**config.mk**
```make
export PLATFORM = sky130hd
export DESIGN_NAME = pipeline_ctrl_flat
export DESIGN_NICKNAME = d
export VERILOG_FILES = /design/src/rtl/pipeline_ctrl_pkg.sv /design/src/rtl/pipeline_ctrl_if.sv /design/src/rtl/pipeline_ctrl_stall_watchdog.sv /design/src/rtl/pipeline_ctrl.sv /design/src/flat_wrapper.sv
export SDC_FILE = /design/constraint.sdc
export NUM_CORES = 1
export LEC_CHECK = 0
export CORE_MARGIN = 4
export CORE_UTILIZATION = 35
export CTS_BUF_LIST = sky130_fd_sc_hd__clkbuf_8
export DETAILED_ROUTE_END_ITERATION = 12
export DONT_BUFFER_PORTS = 1
export GPL_TIMING_DRIVEN = 0
export RECOVER_POWER = 100
export SYNTH_ARGS = -nofsm -noshare
export SYNTH_HDL_FRONTEND = slang
export SYNTH_HIERARCHICAL = 1
export SYNTH_SLANG_ARGS = --single-unit
```
**constraint.sdc**
```tcl
create_clock -name clk -period 4.2 [get_ports clk]
set_clock_uncertainty 0.05 [all_clocks]
set_input_delay 0.84 -clock clk [delete_from_list [all_inputs] [get_ports clk]]
set_output_delay 0.84 -clock clk [all_outputs]
set_load 0.01 [all_outputs]
```
**src/rtl/pipeline_ctrl_pkg.sv**
```systemverilog
// rtl/pipeline_ctrl_pkg.sv - shared stall-bus constants, exception codes and controller states
package pipeline_ctrl_pkg;

  localparam int STALL_BUS_W = 6;

  localparam logic [STALL_BUS_W-1:0] STALL_NONE = 6'b000000;
  localparam logic [STALL_BUS_W-1:0] STALL_IF   = 6'b000011;
  localparam logic [STALL_BUS_W-1:0] STALL_ID   = 6'b000111;
  localparam logic [STALL_BUS_W-1:0] STALL_EX   = 6'b001111;
  localparam logic [STALL_BUS_W-1:0] STALL_MEM  = 6'b011111;

  localparam logic [31:0] EXC_INT      = 32'h0000_0001;
  localparam logic [31:0] EXC_SYSCALL  = 32'h0000_0008;
  localparam logic [31:0] EXC_INVALID  = 32'h0000_000a;
  localparam logic [31:0] EXC_OVERFLOW = 32'h0000_000c;
  localparam logic [31:0] EXC_TRAP     = 32'h0000_000d;
  localparam logic [31:0] EXC_ERET     = 32'h0000_000e;

  typedef enum logic [1:0] {
    CTRL_RUN      = 2'd0,
    CTRL_WAIT_BUS = 2'd1,
    CTRL_FLUSH    = 2'd2
  } ctrl_state_e;

  // ERET returns to the EPC; every other exception enters the common vector
  function automatic logic [31:0] exc_target(input logic [31:0] excepttype,
                                             input logic [31:0] epc,
                                             input logic [31:0] vector);
    return (excepttype == EXC_ERET) ? epc : vector;
  endfunction

endpackage

```
**src/rtl/pipeline_ctrl_if.sv**
```systemverilog
// rtl/pipeline_ctrl_if.sv - stall/exception bus between the pipeline stages and the controller
interface pipeline_ctrl_if;
  import pipeline_ctrl_pkg::*;

  logic                   stallreq_if;
  logic                   stallreq_id;
  logic                   stallreq_ex;
  logic                   stallreq_mem;
  logic                   exc_valid;
  logic [31:0]            excepttype;
  logic [31:0]            cp0_epc;
  logic [STALL_BUS_W-1:0] stall;
  logic                   flush;
  logic [31:0]            new_pc;

  modport master (
    output stallreq_if, stallreq_id, stallreq_ex, stallreq_mem,
    output exc_valid, excepttype, cp0_epc,
    input  stall, flush, new_pc
  );

  modport slave (
    input  stallreq_if, stallreq_id, stallreq_ex, stallreq_mem,
    input  exc_valid, excepttype, cp0_epc,
    output stall, flush, new_pc
  );

endinterface

```
**src/rtl/pipeline_ctrl_stall_watchdog.sv**
```systemverilog
// rtl/pipeline_ctrl_stall_watchdog.sv - total stall counter, stall-run counter and sticky timeout flag
module pipeline_ctrl_stall_watchdog #(
  parameter logic [15:0] STALL_TIMEOUT = 16'd1024
) (
  input  logic        clk,
  input  logic        rst,
  input  logic        i_stalled,
  output logic [31:0] o_stall_cnt,
  output logic        o_stall_timeout
);

  logic [31:0] r_stall_cnt;
  logic [15:0] r_run_cnt;
  logic        r_timeout;

  always_ff @(posedge clk) begin
    if (rst) begin
      r_stall_cnt <= '0;
      r_run_cnt   <= '0;
      r_timeout   <= 1'b0;
    end else if (i_stalled) begin
      r_stall_cnt <= r_stall_cnt + 32'd1;
      if (r_run_cnt != 16'hFFFF)
        r_run_cnt <= r_run_cnt + 16'd1;
      if (r_run_cnt == STALL_TIMEOUT - 16'd1)
        r_timeout <= 1'b1;
    end else begin
      r_run_cnt <= '0;
    end
  end

  assign o_stall_cnt     = r_stall_cnt;
  assign o_stall_timeout = r_timeout;

endmodule

```
**src/rtl/pipeline_ctrl.sv**
```systemverilog
// rtl/pipeline_ctrl.sv - pipeline stall merge, exception flush sequencing and stall watchdog
module pipeline_ctrl
  import pipeline_ctrl_pkg::*;
#(
  parameter logic [31:0] EXC_VECTOR    = 32'h0000_0020,
  parameter logic [15:0] STALL_TIMEOUT = 16'd1024
) (
  input  logic                clk,
  input  logic                rst,
  pipeline_ctrl_if.slave      ctrl,
  output logic [31:0]         o_stall_cnt,
  output logic                o_stall_timeout
);

  ctrl_state_e            r_state;
  ctrl_state_e            w_state_next;
  logic [31:0]            r_pend_type;
  logic [31:0]            w_pend_type_next;
  logic [STALL_BUS_W-1:0] w_stall;
  logic                   w_flush;
  logic [31:0]            w_new_pc;

  always_ff @(posedge clk) begin
    if (rst) begin
      r_state     <= CTRL_RUN;
      r_pend_type <= '0;
    end else begin
      r_state     <= w_state_next;
      r_pend_type <= w_pend_type_next;
    end
  end

  always_comb begin
    w_state_next     = r_state;
    w_pend_type_next = r_pend_type;
    w_stall          = STALL_NONE;
    w_flush          = 1'b0;
    w_new_pc         = '0;
    if (!rst) begin
      case (r_state)
        CTRL_RUN: begin
          if (ctrl.exc_valid && !ctrl.stallreq_mem) begin
            w_flush  = 1'b1;
            w_new_pc = exc_target(ctrl.excepttype, ctrl.cp0_epc, EXC_VECTOR);
          end else if (ctrl.exc_valid) begin
            w_stall          = STALL_MEM;
            w_pend_type_next = ctrl.excepttype;
            w_state_next     = CTRL_WAIT_BUS;
          end else if (ctrl.stallreq_mem) begin
            w_stall = STALL_MEM;
          end else if (ctrl.stallreq_ex) begin
            w_stall = STALL_EX;
          end else if (ctrl.stallreq_id) begin
            w_stall = STALL_ID;
          end else if (ctrl.stallreq_if) begin
            w_stall = STALL_IF;
          end
        end
        // Upstream is frozen and the pending exception is the oldest, so new reports are ignored
        CTRL_WAIT_BUS: begin
          w_stall = STALL_MEM;
          if (!ctrl.stallreq_mem)
            w_state_next = CTRL_FLUSH;
        end
        CTRL_FLUSH: begin
          w_flush      = 1'b1;
          w_new_pc     = exc_target(r_pend_type, ctrl.cp0_epc, EXC_VECTOR);
          w_state_next = CTRL_RUN;
        end
        default: w_state_next = CTRL_RUN;
      endcase
    end
  end

  assign ctrl.stall  = w_stall;
  assign ctrl.flush  = w_flush;
  assign ctrl.new_pc = w_new_pc;

  pipeline_ctrl_stall_watchdog #(
    .STALL_TIMEOUT (STALL_TIMEOUT)
  ) u_stall_watchdog (
    .clk             (clk),
    .rst             (rst),
    .i_stalled       (|w_stall),
    .o_stall_cnt     (o_stall_cnt),
    .o_stall_timeout (o_stall_timeout)
  );

endmodule
```
**src/flat_wrapper.sv**
```systemverilog
// flat-port wrapper written by rule: the top's interface ports become plain ports
module pipeline_ctrl_flat import pipeline_ctrl_pkg::*;
#(
  parameter logic [31:0] EXC_VECTOR    = 32'h0000_0020,
  parameter logic [15:0] STALL_TIMEOUT = 16'd1024
)
  (clk, rst, o_stall_cnt, o_stall_timeout, ctrl_stallreq_if, ctrl_stallreq_id, ctrl_stallreq_ex, ctrl_stallreq_mem, ctrl_exc_valid, ctrl_excepttype, ctrl_cp0_epc, ctrl_stall, ctrl_flush, ctrl_new_pc);
  pipeline_ctrl_if ctrl_i ();
  input  logic clk;
  input  logic rst;
  output logic [31:0] o_stall_cnt;
  output logic o_stall_timeout;
  input wire logic [$bits(ctrl_i.stallreq_if)-1:0] ctrl_stallreq_if;
  input wire logic [$bits(ctrl_i.stallreq_id)-1:0] ctrl_stallreq_id;
  input wire logic [$bits(ctrl_i.stallreq_ex)-1:0] ctrl_stallreq_ex;
  input wire logic [$bits(ctrl_i.stallreq_mem)-1:0] ctrl_stallreq_mem;
  input wire logic [$bits(ctrl_i.exc_valid)-1:0] ctrl_exc_valid;
  input wire logic [$bits(ctrl_i.excepttype)-1:0] ctrl_excepttype;
  input wire logic [$bits(ctrl_i.cp0_epc)-1:0] ctrl_cp0_epc;
  output wire logic [$bits(ctrl_i.stall)-1:0] ctrl_stall;
  output wire logic [$bits(ctrl_i.flush)-1:0] ctrl_flush;
  output wire logic [$bits(ctrl_i.new_pc)-1:0] ctrl_new_pc;
  assign ctrl_i.stallreq_if = ctrl_stallreq_if;
  assign ctrl_i.stallreq_id = ctrl_stallreq_id;
  assign ctrl_i.stallreq_ex = ctrl_stallreq_ex;
  assign ctrl_i.stallreq_mem = ctrl_stallreq_mem;
  assign ctrl_i.exc_valid = ctrl_exc_valid;
  assign ctrl_i.excepttype = ctrl_excepttype;
  assign ctrl_i.cp0_epc = ctrl_cp0_epc;
  assign ctrl_stall = ctrl_i.stall;
  assign ctrl_flush = ctrl_i.flush;
  assign ctrl_new_pc = ctrl_i.new_pc;
  pipeline_ctrl #(.EXC_VECTOR(EXC_VECTOR), .STALL_TIMEOUT(STALL_TIMEOUT)) u_core (.clk(clk), .rst(rst), .ctrl(ctrl_i), .o_stall_cnt(o_stall_cnt), .o_stall_timeout(o_stall_timeout));
endmodule
```
---- Yosys cells after proc, flatten, opt, wreduce, memory -nomap -nowiden ----
Index checks and enable logic that the tools add are counted.
word-level totals
  bits in registers ....................... 83
  output and inout bits ................... 72
  word-level logic and storage cells ...... 46
operators by class
  reductions and logical operators ........ 8
  bitwise logic cells ..................... 2
  equal/unequal tests ..................... 9
  muxes and demuxes ....................... 20
  add/sub/neg operators ................... 2
operators by type and width
  kind                     count
  $mux W32                 4
  $eq A32 B4 Y1 const B    2
  $pmux W32 S2             1
  $mux W6                  6
  $add A32 B1 Y32 const B  1
  $add A16 B1 Y16 const B  1
  $eq A16 B10 Y1 const B   1
  $ne A16 B16 Y1 const B   1
  $pmux W6 S2              1
  $mux W2                  4
  $ne A2 B2 Y1 const B     3
  $reduce_and A3 Y1        2
  $reduce_or A6 Y1         1
  $pmux W2 S2              1
  $eq A2 B1 Y1 const B     1
  $eq A2 B2 Y1 const B     1
  $logic_not A2 Y1         1
  $mux W1                  2
  $not A1 Y1               2
  $pmux W1 S2              1
  $reduce_and A2 Y1        1
  $reduce_or A2 Y1         1
  $logic_and A1 B1 Y1      1
  $logic_not A1 Y1         1

---- Depth between registers and ports, before layout ----
  depth after elaboration ................. 11
  depth in mapped cells ................... 12
  depth with buffers taken out ............ 8

---- By module ----
Netlist, hierarchy kept.
by module, submodules not included
  module                        cells an instance  times used  area an instance (µm²)
  pipeline_ctrl_stall_watchdog  278                1           2359.8
  pipeline_ctrl                 266                1           2072.0

---- Least setup slack after synthesis ----
OpenSTA, ideal clock, no wires.
  kind .................................... input to register
  from .................................... input rst
  to ...................................... register u_core.u_stall_watchdog.r_stall_cnt[20], in the netlist u_core/u_stall_watchdog/o_stall_cnt[20]
  data arrival time ....................... 3.327 ns
  stages .................................. 10
  library setup time ...................... 0.070 ns
  path slack .............................. 0.752 ns
  path buffers ............................ 2
  cells stage by stage .................... clkbuf_1 or2_2 a21oi_1 a21o_1 a21o_1 buf_4 nand3_1 or4_1 or4b_1 a21oi_1
between the ends
  cells in the longest elaborated chain, start to end .. 2
ends and longest elaborated chain
  element                  line                                RTL
  start, declared          flat_wrapper.sv:10                  input logic rst;
  $mux W6                  pipeline_ctrl.sv:39                 if (!rst) begin
  named net ctrl_stall[3]  flat_wrapper.sv:20                  output wire logic [$bits(ctrl_i.stall)-1:0] ctrl_stall;
  $reduce_or A6 Y1         pipeline_ctrl.sv:84                 .i_stalled (|w_stall),
  end signal, assigned     pipeline_ctrl_stall_watchdog.sv:22  r_stall_cnt <= r_stall_cnt + 32'd1;
  end, declared            pipeline_ctrl_stall_watchdog.sv:12  logic [31:0] r_stall_cnt;
The timed path passes the listed nets, and every way through them passes these cells.
A chain may end at the register's enable or synchronous reset.

---- Worst setup path after layout ----
  from .................................... input rst
  to ...................................... register u_core.u_stall_watchdog.r_stall_cnt[21], in the netlist u_core/u_stall_watchdog/o_stall_cnt[21]
Same word-level chain as after synthesis.

==> summary.md <==
| Metric | Value |
|---|---|
| # hold bufs at CTS | `0` |
| Main area contributors after synthesis | `dfxtp_1, a211oi_2, nand2_1, a21oi_1, inv_1` |
| Setup TNS | `0 ns` |
| CTS tree | `done` |
| IO Port Bufs | `0` |
| CP startpoint kind | `input pin` |
| Detail Placement HPWL | `8720 microns` |
| Die area | `14500 sq um` |
| First-pass GRT wire length | `18500 microns` |
| Setup Buffers After CTS | `0` |
| Ys flop type | `dfxtp_1` |
| Total power draw | `1530 uW` |
| Fraction of registers with async set/reset | `0` |
| Pin count of the biggest net entering global routing | `16` |
| Top-count cell post-synth | `dfxtp_1` |
| Antenna violations before repair | `0` |
| Post-DR vias/cell | `5.44` |
| Area leader, netlist | `dfxtp_1` |
| Fmax | `0.278 GHz` |
| CP arrival | `3.84 ns` |
| Mapped Cells | `544` |
| Number of inserted diodes | `0` |
| Outcome | `completed` |
| Worst-skew pair later-pin latency | `0.36 ns` |
| Peak VDD IR | `0.000177 V` |
| Fin crit share | `0.857` |
| Top cells by count, synth | `dfxtp_1, nand2_1, a21oi_1` |
| Slew @ Worst Pin | `1.25 ns` |
| Critical Path RT | `4.44 ns` |
| Crit path buffers/inverters | `4` |
| GPL Wtd Cong | `0.810` |
| DR iter-0 viols | `266` |
| Setup slack at placement | `0.183 ns` |
| Width of the die | `121 microns` |
| FF/Latch Area | `1660 sq um` |
| Initial Util | `0.363` |
| Utilization after layout | `0.383` |
| Setup violators final | `0` |
| Worst-path clk slew | `0.08 ns` |
| Area growth syn-to-layout | `5.65%` |
| Worst R2R Start | `u_core/r_state[1]$_SDFFE_PP0P_` |
| Post-Syn Nets | `617` |
| Top delay family on crit path | `simple AND/OR/NAND/NOR gates` |
| Root Driver | `clkbuf_8` |
| Synthesized area per cell | `8.15 sq um` |
| Number of synthesized register bits | `83` |
| Die span in y | `121 microns` |
| Antenna-violating nets left | `0` |
| Boundary Pins | `143` |
| Worst Setup End Kind | `flop` |
| HP Start | `u_core/r_pend_type[3]$_SDFFE_PP0P_` |
| Num CTS Buffers | `9` |
| Gr usage total | `0.155` |
| WS Path Type | `in -> reg` |
| Pwr Density | `328 nW/um^2` |
| Layout cells sized above 1 | `0.0768` |
| Crit. Startpoint | `rst` |
| Htree depth | `3` |
| Static Leakage | `0.00154 uW` |
| CTS Buffer Depth | `2` |
| Core Area | `12200 sq um` |
| Worst path most repeated cell | `clkbuf_1` |
| Sequential fraction of the synthesis area | `0.375` |
| CTS-repair resized insts | `0` |
| WHS | `0.406 ns` |
| Worst hold path class | `reg -> reg` |
| Clk sink count | `83` |
| Highest fanout seen on the critical path | `10` |
| Cell with the largest stage delay on the worst path | `or2_2` |
| Slew HR | `0.157` |
| Std-Cell Rows | `40` |
| Final hold vios | `0` |
| Post-route setup slack | `0.602 ns` |
| Fin crit period | `3.60 ns` |
| Vias in the first global route | `3739` |
| Multi-input gate area | `2270 sq um` |
| Total grt overflow | `0` |
| Max Cap Viol | `0` |
| Number of fill cells | `1344` |
| Detailed Route WL | `11300 microns` |
| Peak per-stage delay on the critical path | `0.37 ns` |
| Wire per inst | `15.5 microns` |
| RSZ-0062 raised after global routing | `false` |
| DRC | `0` |
| Top cell type's share of synthesized area | `0.375` |
| Nets | `628` |
| Pre-antenna DRT Iters | `5` |
| DR vias | `3958` |
| Final Max Slew Viols | `0` |
| Ys Warns | `6` |
| Synth cell types | `52` |
| Mapped cell area | `4430 sq um` |
| Post-synth EDFFs | `0` |
| Crit path cell chain | `clkbuf_1, or2_2, a21oi_1, a21o_1, a21o_1, buf_4, and4_1, clkbuf_1, nand4_1, clkbuf_1, or3_1, a21oi_1` |
-- per-layer routing --
metal,share of wire,routed length (microns),track usage
met1,0.43,4860,0.186
met3,0.071,803,0.0477
met4,0.016,176,0.0609
met5,0,0,0
met2,0.48,5450,0.258
-- kinds of logic after synthesis --
logic type,Yosys count,share of synthesized area
multiplexers,7,0.0169
AO/OA/AOI/OAI,133,0.217
AND/OR/NAND/NOR,233,0.286
XOR/XNOR,10,0.0198
flip-flops,83,0.375
other,1,0.000846
buffers and inverters,75,0.0785
adder cells (fa/ha/maj),2,0.00565
-- placed cells by master, fill, tap and decap left out, types with 3 or more instances in the layout --
cell type	synthesis	routed
xnor2_1	5	5
o31ai_1	12	12
a31oi_1	4	4
clkbuf_1	13	21
nor2_1	31	31
mux2i_1	3	3
and3_1	4	4
o21ai_0	15	15
xor2_1	5	5
mux2_2	4	3
buf_2	11	4
a211oi_1	3	33
clkbuf_8	0	10
inv_1	40	40
a21o_1	3	3
and4_1	10	10
or3_1	17	17
nor3_1	7	7
nand4_1	9	9
a21oi_1	59	59
or4_1	13	13
or2_2	3	3
nand3_1	16	16
buf_4	6	5
nor2b_1	6	6
nand2_1	82	82
nand3_2	3	3
buf_6	4	4
dfxtp_1	83	83
nor4_1	16	17
-- per-stage QoR --
step	area, sq um	std cells
6_report	4680	728
5_1_grt	4680	728
4_1_cts	4850	728
3_5_place_dp	4640	712
3_3_place_gp	4640	712
2_1_floorplan	4430	544
-- state kept, by name, summed over array words and instances, names as in the netlist --
register / cells
u_core/r_state: 2
u_core/u_stall_watchdog/o_stall_cnt: 32
u_core/u_stall_watchdog/r_run_cnt: 16
u_core/u_stall_watchdog/o_stall_timeout: 1
u_core/r_pend_type: 32
-- power breakdown --
group	internal (uW)	total (uW)	switching, uW
Sequential	806	822	16.0
Clock	296	599	303
Combinational	40.9	113	71.7
-- path summary, 6_finish.rpt --
kind | endpoint | slack [ns] | depth (start not counted)
worst max-delay path | u_core/u_stall_watchdog/o_stall_cnt[21]$_SDFFE_PP0P_ | 0.60 | 12
worst min-delay path | u_core/r_pend_type[3]$_SDFFE_PP0P_ | 0.41 | 2
worst max register to register | u_core/u_stall_watchdog/o_stall_cnt[21]$_SDFFE_PP0P_ | 0.92 | 11
worst min register to register | u_core/r_pend_type[3]$_SDFFE_PP0P_ | 0.41 | 2
-- worst reg2reg max path, delay by kind of cell, from the launching register on --
family | cells | cell delay (ns)
AOI/OAI and AO/OA | 4 | 0.80
buffers and inverters | 3 | 0.74
and+or+nand+nor | 4 | 1.25
DFF | 1 | 0.38
-- cell type report --
class / instances / area share
clock inverter: 6 / 0.0152
tap: 168 / 0.0449
clock buffer: 10 / 0.0294
inverter: 40 / 0.0321
buffer: 35 / 0.0396
sequential: 83 / 0.355
multi-input combinational: 386 / 0.484
Note: power is estimated with default switching activity, not from simulation.
